**src/rtl/comparador_serial_desigualdade.sv**
```systemverilog
// comparador_serial_desigualdade: serial A/B frame inequality compare, optional HAMMING_DIST_EN distance count
module comparador_serial_desigualdade #(
   parameter int LARGURA = 6
) (
   input  logic       clk,
   input  logic       reset,
   input  logic       inicio,
   input  logic       valido,
   input  logic       a_bit,
   input  logic       b_bit,
   output logic       ocupado,
   output logic       pronto,
`ifdef HAMMING_DIST_EN
   output logic [2:0] distancia,
`endif
   output logic       diferente
);
   typedef enum logic [1:0] {IDLE, RECEBE, FIM} estado_t;
   estado_t estado, proximo;
   logic [2:0] cont;
   logic acc, aceita, ultimo, limpa, par_dif;
   assign par_dif = a_bit ^ b_bit;
   assign aceita  = estado == RECEBE && valido;
   assign ultimo  = aceita && cont == 3'(LARGURA - 1);
   assign limpa   = inicio && estado != RECEBE;
   // state register
   always_ff @(posedge clk)
      estado <= reset ? IDLE : proximo;
   // next state and state-decoded outputs
   always_comb begin
      proximo = estado == RECEBE ? (ultimo ? FIM : RECEBE) : (inicio ? RECEBE : IDLE);
      ocupado = estado == RECEBE;
      pronto  = estado == FIM;
   end
   // pair counter, mismatch accumulator and result register
   always_ff @(posedge clk)
      if (reset) begin
         cont      <= '0;
         acc       <= 1'b0;
         diferente <= 1'b0;
      end else begin
         if (limpa) begin
            cont <= '0;
            acc  <= 1'b0;
         end else if (aceita) begin
            cont <= cont + 3'd1;
            acc  <= acc | par_dif;
         end
         if (ultimo)
            diferente <= acc | par_dif;
      end
`ifdef HAMMING_DIST_EN
   logic [2:0] dist_acc;
   // differing-pair counter, loaded into distancia alongside diferente
   always_ff @(posedge clk)
      if (reset) begin
         dist_acc  <= '0;
         distancia <= '0;
      end else begin
         if (limpa)
            dist_acc <= '0;
         else if (aceita)
            dist_acc <= dist_acc + {2'b00, par_dif};
         if (ultimo)
            distancia <= dist_acc + {2'b00, par_dif};
      end
`endif
endmodule

```
**config.mk**
```make
export PLATFORM = sky130hd
export DESIGN_NAME = comparador_serial_desigualdade
export DESIGN_NICKNAME = d
export VERILOG_FILES = /design/src/rtl/comparador_serial_desigualdade.sv
export SDC_FILE = /design/constraint.sdc
export NUM_CORES = 1
export LEC_CHECK = 0
export BUFFER_PORTS_ARGS = -buffer_cell sky130_fd_sc_hd__buf_2
export CORE_AREA = 4 4 41 43
export CTS_CLUSTER_SIZE = 20
export DETAILED_ROUTE_END_ITERATION = 7
export DIE_AREA = 0 0 45 47
export PLACE_DENSITY_LB_ADDON = 0.25
export SLEW_MARGIN = 5
export SYNTH_ARGS = -nofsm -noshare
export SYNTH_HDL_FRONTEND = slang
export SYNTH_SLANG_ARGS = --single-unit
```
**constraint.sdc**
```tcl
create_clock -name clk -period 3.9 [get_ports clk]
set_clock_uncertainty 0.2 [all_clocks]
set_input_delay 0.39 -clock clk [delete_from_list [all_inputs] [get_ports clk]]
set_output_delay 0.39 -clock clk [all_outputs]
set_load 0.02 [all_outputs]
```
==> impl_results.md, run 1 <==
- Starting density of the core: 28.2%
- Leakage: 0.184 nW
- Endpoints failing setup: 0
- Core area: 1300 um^2
- Via-to-Cell Ratio: 4.71
- Tot Pwr: 159 uW
- Reg2reg start: estado[0]
- Internal reg-to-reg setup slack: 2.50 ns
- RR Endpoint: cont[0]
- CTS Buffer Depth: 2
- Final wirelength: 705 um
- Unrepaired setup endpoints after global routing: false
- Fin. max-slew vios: 0
- CP max FO: 6
- Gpl congestion: 0.800
- First DRT Iteration DRCs: 2
- HPWL after DPL: 555 um
- Fillers: 150
- Root buffer cell: clkbuf_4
- Synthesized flop and latch total: 7
- Global-route usage over all layers: 8.79%
- PD cells: 365 nW/um^2
- Syn Inst Count: 38
- Hold path startpoint: reset
- Fmax: 0.616 GHz
- Critical path required time: 3.31 ns
- Worst Setup End Kind: output port
- Finished Layout Cells: 63
- Cell Rows: 13
- Fin crit period: 1.62 ns
- Mapped Area: 367 um^2
- GR peak layer: met2
- Utilization after layout: 33.6%
- Largest net degree at the start of global routing: 9
- Synthesized net count: 46
- GR Util met3: 6.90%
- Seq/Total Area, Yosys: 38.2%
- Global route overflow: 0
- Rel. slew slack: 83.1%
- First-pass DRT Iterations: 3
- Max-Cap Viols: 0
- Routed via count: 297
- Met2 GRT Util: 12.4%
- I/O Pins: 9
- Number of setup buffers added after CTS: 0
- Die Footprint: 2120 um^2
- Final Hold Viols: 0
- TritonCTS clock tree: yes
- Setup tns final: 0 ns
- Latest clock arrival within the worst-skew pair: 0.25 ns
- CTS Hold Buffers Added: 0
- Layout cells sized above 1: 35.4%
- Die Wd: 45 um
- Synth Area per Inst: 9.65 um^2
- Vias in the first global route: 276
- Startpoint types: flop
- Grt met1 use: 10.5%
- DRC Markers: 0
- CTS HTree Levels: 1
- Synth warnings: 0
- First-pass GRT wire length: 1.25 mm
- Post-cts resize count: 0
- Hold/Removal Path Class: input pin to flop
- Initial antenna violation count: 0
- Worst hold path endpoint: cont[0]
- R2R cell count: 3
- Final #Nets: 57
- Crit path DAT: 1.03 ns
- VDD IR max: 0.000246 V
- Die height: 47 um
- Placed instance count: 59
- Setup CP Type: flop to output port
- CTS Sinks: 7
- # port buffers: 8
- Least-Margin Pin Slew: 0.252 ns
- WHS Path Cells: 2
- Final Cycle Share: 41.6%
- Status: complete, no violations
- CTS Buf Count: 3
- Area grow syn2layout: 19.1%
- Routed wire length per instance: 11.2 um
- Diode count: 0
- Final antenna-violating net count: 0
- Clk slew on worst S/H paths: 0.05 ns
- Distinct cells, synth: 23
-- cell type report --
cell class | instances | area [um^2] | share of cell area [%]
clock buffer | 4 | 26.3 | 6.02
sequential | 7 | 140 | 32.1
timing repair buffer | 8 | 40.0 | 9.17
multi-input combinational | 27 | 204 | 46.7
tap | 15 | 18.8 | 4.30
inverter | 2 | 7.51 | 1.72
-- layer usage --
layer  routed length (um)  part of all wire [%]
met3                   50                   7.1
met5                    0                     0
met4                    6                  0.85
met2                  306                    43
met1                  342                    49
-- registers in the layout, summed over array words and instances (netlist names) --
signal     count
acc            1
estado         2
cont           3
diferente      1
-- report_power, final --
group	switching (mW)	internal (mW)	leakage [nW]
registers	0.00173	0.0737	0.0570
logic	0.0100	0.00861	0.112
clock network	0.0264	0.0390	0.0150
-- worst max path at each step --
stage | from | to | cells past startpoint
after floorplan | estado[0] | cont[0] | 4
after global placement | estado[0] | cont[0] | 3
after detailed placement | estado[0] | cont[0] | 3
after CTS | estado[0] | ocupado | 2
after global routing | estado[0] | ocupado | 2
final | estado[0] | ocupado | 2
-- cell families (layout without fill, tap and decap cells) --
group / count (synthesis) / in the layout / share of synthesized area, %
muxes: 2 / 2 / 6.82
adders and majority gates: 2 / 2 / 6.82
buffers and inverters: 4 / 14 / 6.14
xor gates and xnor gates: 1 / 1 / 2.39
DFF: 7 / 7 / 38.2
and+or+nand+nor: 15 / 15 / 24.6
AOI/OAI and AO/OA: 7 / 7 / 15.0
-- cells in the final DEF (no fill, tap or decap), drive strengths merged --
cell type  n
nor4       1
inv        2
ha         2
buf        8
nand3b     1
dfxtp      7
mux2       1
nor2       3
and2b      1
nand2      3
o31ai      1
xor2       1
o21ai      1
a31oi      2
mux2i      1
a211oi     2
and3b      1
or3        1
a21oi      1
nor3       3
clkbuf     4
nor2b      1
-- worst max-delay path, cell delays in order, from the launching register on --
cell	delay, ns
dfxtp_1	0.35
nor2b_4	0.24
buf_2	0.20
-- through the flow --
stage	cell area, um^2	hold slack [ns]	setup slack [ns]
floorplan	367	0.254	2.52
global route	437	0.233	2.20
CTS	437	0.202	2.26
global placement	410	0.278	2.50
detailed placement	410	0.274	2.51
finish	437	0.220	2.28
-- cells in the mapped netlist --
master / count / area (um^2)
and2b_2: 1 / 8.76
xor2_1: 1 / 8.76
and3b_2: 1 / 10.0
a211oi_1: 1 / 7.51
nor3_1: 3 / 15.0
dfxtp_1: 7 / 140
nor4_1: 1 / 6.26
mux2_4: 1 / 15.0
clkbuf_1: 1 / 3.75
nand2_1: 3 / 11.3
o21ai_0: 1 / 5.00
a31oi_1: 2 / 12.5
nor2b_4: 1 / 13.8
ha_1: 2 / 25.0
nand3b_1: 1 / 7.51
a21oi_1: 1 / 5.00
nor2_1: 3 / 11.3
mux2i_1: 1 / 10.0
or3_1: 1 / 6.26
inv_1: 2 / 7.51
a211oi_2: 1 / 12.5
o31ai_2: 1 / 12.5
buf_6: 1 / 11.3
(Power assumes the default switching activity.)
==> inputs of run 2 (changes only) <==
Clock period 3.9 ns to 1.5 ns, I/O delays scaled along.
==> impl_results.md, run 2 (same netlist as run 1, synthesis figures left out) <==
- Post-Place Setup Slack: 0.126 ns (-2.39 ns)
- Final #Nets: 61 (+7.0%)
- Area grow syn2layout: 29.4%
- Die height: 47 um (unchanged)
- Rel. slew slack: 84.5% (+1.4 points)
- Status: complete, no violations
- Layout cells sized above 1: 34.6% (-0.80 points)
- Fillers: 134 (-11%)
- Hold WS: 0.00429 ns (-0.216 ns)
- Fin. max-slew vios: 0 (unchanged)
- Setup WS post-layout: 0.0610 ns (-2.22 ns)
- Setup CP Type: flop to output port
- GR Util met3: 2.30% (-4.6 points)
- Final antenna-violating net count: 0 (unchanged)
- Hold/Removal Path Class: input pin to flop
- Die Wd: 45 um (unchanged)
- CTS Buf Count: 3 (unchanged)
- Setup tns final: 0 ns (unchanged)
- Internal reg-to-reg setup slack: 0.13 ns (-2.37 ns)
- Reg2reg start: cont[1]
- Placed Area: 418 um^2 (+1.8%)
- CTS Sinks: 7 (unchanged)
- Grt met1 use: 10.1% (-0.43 points)
- HPWL after DPL: 511 um (-8.0%)
- Finished Layout Cells: 67 (+6.3%)
- PD cells: 898 nW/um^2 (+150%)
- CTS Buffer Depth: 2 (unchanged)
- Fmax: 0.695 GHz
- First DRT Iteration DRCs: 11 (+9)
- WHS Path Cells: 4 (+2)
- Core area: 1300 um^2 (unchanged)
- Crit path DAT: 1.09 ns (+0.06 ns)
- Via-to-Cell Ratio: 4.67 (-0.90%)
- Vias in the first global route: 296 (+7.2%)
- Fin crit period: 1.44 ns
- Gpl congestion: 0.734 (-8.2%)
- Endpoints failing setup: 0 (unchanged)
- TritonCTS clock tree: yes
- Worst hold path endpoint: acc
- Unrepaired setup endpoints after global routing: false
- Diode count: 0 (unchanged)
- Startpoint types: flop
- I/O Pins: 9 (unchanged)
- DRC Markers: 0 (unchanged)
- Max FFs per register: 3 (unchanged)
- Root buffer cell: clkbuf_4
- Post-route cell area: 474 um^2 (+8.6%)
- First-pass GRT wire length: 1.23 mm (-1.6%)
- First-pass DRT Iterations: 5 (+2)
- Hold path startpoint: b_bit
- Most frequent cells in the layout: buf_2, dfxtp_1
- GR peak layer: met2
- Critical path required time: 1.15 ns (-2.16 ns)
- Clk slew on worst S/H paths: 0.05 ns (about the same)
- R2R cell count: 4 (+1)
- # port buffers: 8 (unchanged)
- Leakage: 0.201 nW (+9.5%)
- Routed via count: 313 (+5.4%)
- Final Cycle Share: 95.9%
- Commonest non-fill, non-tap cell in the layout: buf_2
- Starting density of the core: 28.2% (unchanged)
- Cell Rows: 13 (unchanged)
- Max-Cap Viols: 0 (unchanged)
- Global route overflow: 0 (unchanged)
- Final wirelength: 668 um (-5.2%)
- Worst Setup End Kind: output port
- Placed instance count: 60 (+1.7%)
- Latest clock arrival within the worst-skew pair: 0.25 ns (about the same)
- Die Footprint: 2120 um^2 (unchanged)
- Routed wire length per instance: 9.97 um (-11%)
- Biggest register: cont
- Least-Margin Pin Slew: 0.231 ns (-0.0210 ns)
- Number of setup buffers added after CTS: 0 (unchanged)
- Initial antenna violation count: 0 (unchanged)
- RR Endpoint: cont[1]
- CP startpoint: estado[0]
- Largest net degree at the start of global routing: 9 (unchanged)
- Largest regs: cont: 3 flops, estado: 2 flops
- CP max FO: 5 (-1)
- VDD IR max: 0.000289 V (+18%)
- Met2 GRT Util: 11.3% (-1.1 points)
- Final Hold Viols: 0 (unchanged)
- Global-route usage over all layers: 8.32% (-0.47 points)
- CTS HTree Levels: 1 (unchanged)
-- run 2: changes by cell type in the layout (fill, tap and decap cells not counted), sizes merged --
cell | before | now
dlygate4sd3 | 0 | 3
buf | 8 | 9
-- run 2: repair_timing --
| item | in CTS | in global routing |
|---|---|---|
| endpoints found under the setup margin | 0 | 0 |
| resized for setup | 0 | 0 |
| hold buffers | 3 | 0 |
| endpoints found under the hold margin | 7 | 0 |
-- run 2: critical path: stages (launching register included) --
cell and delay [ns]:
dfxtp_1 0.35, nor2b_4 0.17, buf_4 0.14, buf_2 0.16
-- run 2: layout make-up --
cell class	instances	area [um^2]	share of cell area (%)
Multi-Input combinational cell	27	204	43.0
Tap cell	15	18.8	3.96
Sequential cell	7	140	29.6
Timing Repair Buffer	12	77.6	16.4
Clock buffer	4	26.3	5.54
Inverter	2	7.51	1.58
-- run 2: worst max-delay path by stage --
| stage | endpoint | slack (ns) | cells past startpoint |
|---|---|---|---|
| 2_1_floorplan | cont[0] | 0.12 | 4 |
| 3_3_place_gp | cont[1] | 0.15 | 3 |
| 3_5_place_dp | cont[1] | 0.13 | 4 |
| 4_1_cts | ocupado | 0.06 | 3 |
| 5_1_grt | ocupado | 0.01 | 3 |
| 6_report | ocupado | 0.06 | 3 |
-- run 2: routing by layer --
layer	up-vias	routed length, um
met1	135	324
met4	0	24
met2	12	273
met5	-	0
met3	3	46
li1	163	-
-- run 2: report_power, final --
part	leakage (nW)	internal [mW]	total (mW)	switching [mW]
Sequential	0.0570	0.192	0.196	0.00448
Combinational	0.129	0.0295	0.0566	0.0271
Clock	0.0150	0.102	0.173	0.0716
Total	0.201	0.323	0.426	0.103
-- run 2: stage by stage --
| stage | total power, mW | util (%) |
|---|---|---|
| global placement | 0.252 | 32.1 |
| floorplan | 0.237 | - |
| finish | 0.426 | 36.4 |
| global route | 0.442 | 36.4 |
| CTS | 0.430 | 36.4 |
| detailed placement | 0.251 | 32.1 |
==> inputs of run 3 (changes only) <==
Settings changed: ABC_AREA from default to 1.
Clock period 1.5 ns to 1.4 ns, I/O delays scaled along.
==> impl_results.md, run 3 <==
- Gpl congestion: 0.721 (-1.9%)
- Status: complete, no violations
- Final #Nets: 80 (+31%)
- FFs w/ async S/R, synth: 0% (unchanged)
- Layout cells sized above 1: 19.7% (-15 points)
- Share of the synthesized area in the top cell type: 37.5% (-0.77 points)
- Synthesized flop and latch total: 7 (unchanged)
- Utilization after layout: 37.6% (+1.2 points)
- Cell Rows: 13 (unchanged)
- Endpoints failing setup: 0 (unchanged)
- Vias in the first global route: 304 (+2.7%)
- Leakage: 0.251 nW (+25%)
- Grt met1 use: 8.05% (-2.0 points)
- Hold/Removal Path Class: input pin to flop
- Setup tns final: 0 ns (unchanged)
- Die height: 47 um (unchanged)
- Max FFs per register: 3 (unchanged)
- Largest area contributor in the netlist: dfxtp_1
- Fin. max-slew vios: 0 (unchanged)
- PD cells: 908 nW/um^2 (+1.1%)
- First DRT Iteration DRCs: 6 (-5)
- Critical path required time: 1.06 ns (-0.09 ns)
- Latest clock arrival within the worst-skew pair: 0.25 ns (about the same)
- Synth top cells by count: nand2_1, inv_1, dfxtp_1
- Least-Margin Pin Slew: 0.173 ns (-0.0575 ns)
- Global route overflow: 0 (unchanged)
- Routed wire length per instance: 8.37 um (-16%)
- Most common cell in the netlist: nand2_1
- Max-Cap Viols: 0 (unchanged)
- Seq/Total Area, Yosys: 37.5% (-0.77 points)
- Synth area leaders: dfxtp_1, nand2_1, inv_1, a21oi_1, ha_1
- GR peak layer: met2
- Final Cycle Share: 92.7%
- GR Util met3: 6.90% (+4.6 points)
- CP max FO: 4 (-1)
- Distinct cells, synth: 10 (-57%)
- Mapped Area: 374 um^2 (+2.0%)
- CTS Sinks: 7 (unchanged)
- Worst Setup End Kind: output port
- Setup CP Type: flop to output port
- Diode count: 0 (unchanged)
- Die Wd: 45 um (unchanged)
- Root buffer cell: clkbuf_4
- Syn Inst Count: 56 (+47%)
- First-pass GRT wire length: 1.17 mm (-4.5%)
- DRC Markers: 0 (unchanged)
- Post-synth EDFFs: 0 (unchanged)
- Crit path DAT: 0.96 ns (-0.13 ns)
- Initial antenna violation count: 0 (unchanged)
- Biggest register: cont
- CTS Buffer Depth: 2 (unchanged)
- Met2 GRT Util: 13.0% (+1.7 points)
- Largest regs: cont: 3 flops, estado: 2 flops
- Via-to-Cell Ratio: 4.09 (-12%)
- # port buffers: 8 (unchanged)
- Final wirelength: 720 um (+7.8%)
- Most frequent cells in the layout: nand2_1, inv_1, buf_2, dfxtp_1
- Final Hold Viols: 0 (unchanged)
- Synth Area per Inst: 6.68 um^2 (-31%)
- CTS Buf Count: 3 (unchanged)
- Synthesized net count: 64 (+39%)
- Commonest non-fill, non-tap cell in the layout: nand2_1
- Fin crit period: 1.30 ns
- Final antenna-violating net count: 0 (unchanged)
- Rel. slew slack: 88.3% (+3.9 points)
- Largest net degree at the start of global routing: 5 (-4)
- Fmax: 0.771 GHz
- Unrepaired setup endpoints after global routing: false
- Fillers: 149 (+11%)
- Area grow syn2layout: 30.8%
- CTS HTree Levels: 1 (unchanged)
- Clk slew on worst S/H paths: 0.05 ns (about the same)
- Die Footprint: 2120 um^2 (unchanged)
- First-pass DRT Iterations: 4 (-1)
- Core area: 1300 um^2 (unchanged)
- TritonCTS clock tree: yes
- VDD IR max: 0.000492 V (+70%)
- I/O Pins: 9 (unchanged)
- Global-route usage over all layers: 8.56% (+0.24 points)
- HPWL after DPL: 526 um (+2.9%)
- Startpoint types: flop
- Most used flip-flop cell after synthesis: dfxtp_1
- Starting density of the core: 28.8% (+0.58 points)
- Routed via count: 352 (+12%)
- Synth warnings: 0 (unchanged)
==> run 3: changes by cell type after synthesis, sizes merged, moves of 3 or more <==
cell / change
nor3: -3
nand2: +16
nor2: +4
inv: +11
a21oi: +4
==> run 3: power by group <==
part	total, mW	leakage (nW)	switching (mW)	internal, mW
Combinational	0.0560	0.180	0.0326	0.0234
Sequential	0.207	0.0568	0.00299	0.204
Clock	0.181	0.0150	0.0726	0.109
Total	0.444	0.251	0.108	0.336
==> run 3: repair_timing <==
action / in CTS / in global routing
endpoints found under the hold margin: 3 / 0
gates resized for setup: 0 / 0
hold buffers: 3 / 0
setup buffers: 0 / 0
==> run 3: area by class of cell <==
type | count | area [um^2] | share of cell area (%)
clock buffer | 4 | 26.3 | 5.37
multi-input combinational | 36 | 185 | 37.9
timing repair buffer | 11 | 70.1 | 14.3
sequential | 7 | 140 | 28.6
inverter | 13 | 48.8 | 9.97
tap | 15 | 18.8 | 3.84
==> run 3: logic make-up after synthesis <==
family	synth area share [%]
AND/OR/NAND/NOR	34.8
AO/OA/AOI/OAI	8.02
buffers and inverters	13.0
flip-flops	37.5
adder cells (fa/ha/maj)	6.69
==> run 3: metal layers <==
| metal | part of all wire (%) | up-vias | wire length (um) |
|---|---|---|---|
| li1 | - | 195 | - |
| met1 | 45 | 141 | 324 |
| met2 | 43 | 14 | 313 |
| met3 | 9.9 | 2 | 71 |
| met4 | 1.5 | 0 | 11 |
| met5 | 0 | - | 0 |
==> run 3: worst max-delay path, cell delays in order, from the launching register on <==
cell and delay [ns]:
dfxtp_1 0.34, inv_1 0.07, nor2_4 0.12, buf_2 0.18
==> run 3: stage by stage <==
stage / hold slack [ns] / setup slack (ns) / power [mW] / instance area (um^2) / std cells
4_1_cts: 0.0542 / 0.0978 / 0.455 / 489 / 86
6_report: 0.0603 / 0.102 / 0.444 / 489 / 86
3_3_place_gp: 0.129 / 0.203 / 0.260 / 433 / 79
5_1_grt: 0.106 / 0.0289 / 0.479 / 489 / 86
2_1_floorplan: 0.00907 / 0.259 / 0.243 / 374 / 56
3_5_place_dp: 0.130 / 0.199 / 0.261 / 433 / 79
==> run 3: final timing paths <==
kind	start	cells past startpoint	slack, ns	endpoint
worst min register to register	acc	2	0.26	acc
worst max-delay path	estado[0]	3	0.10	ocupado
worst max register to register	cont[1]	8	0.19	diferente
worst min-delay path	a_bit	5	0.06	acc
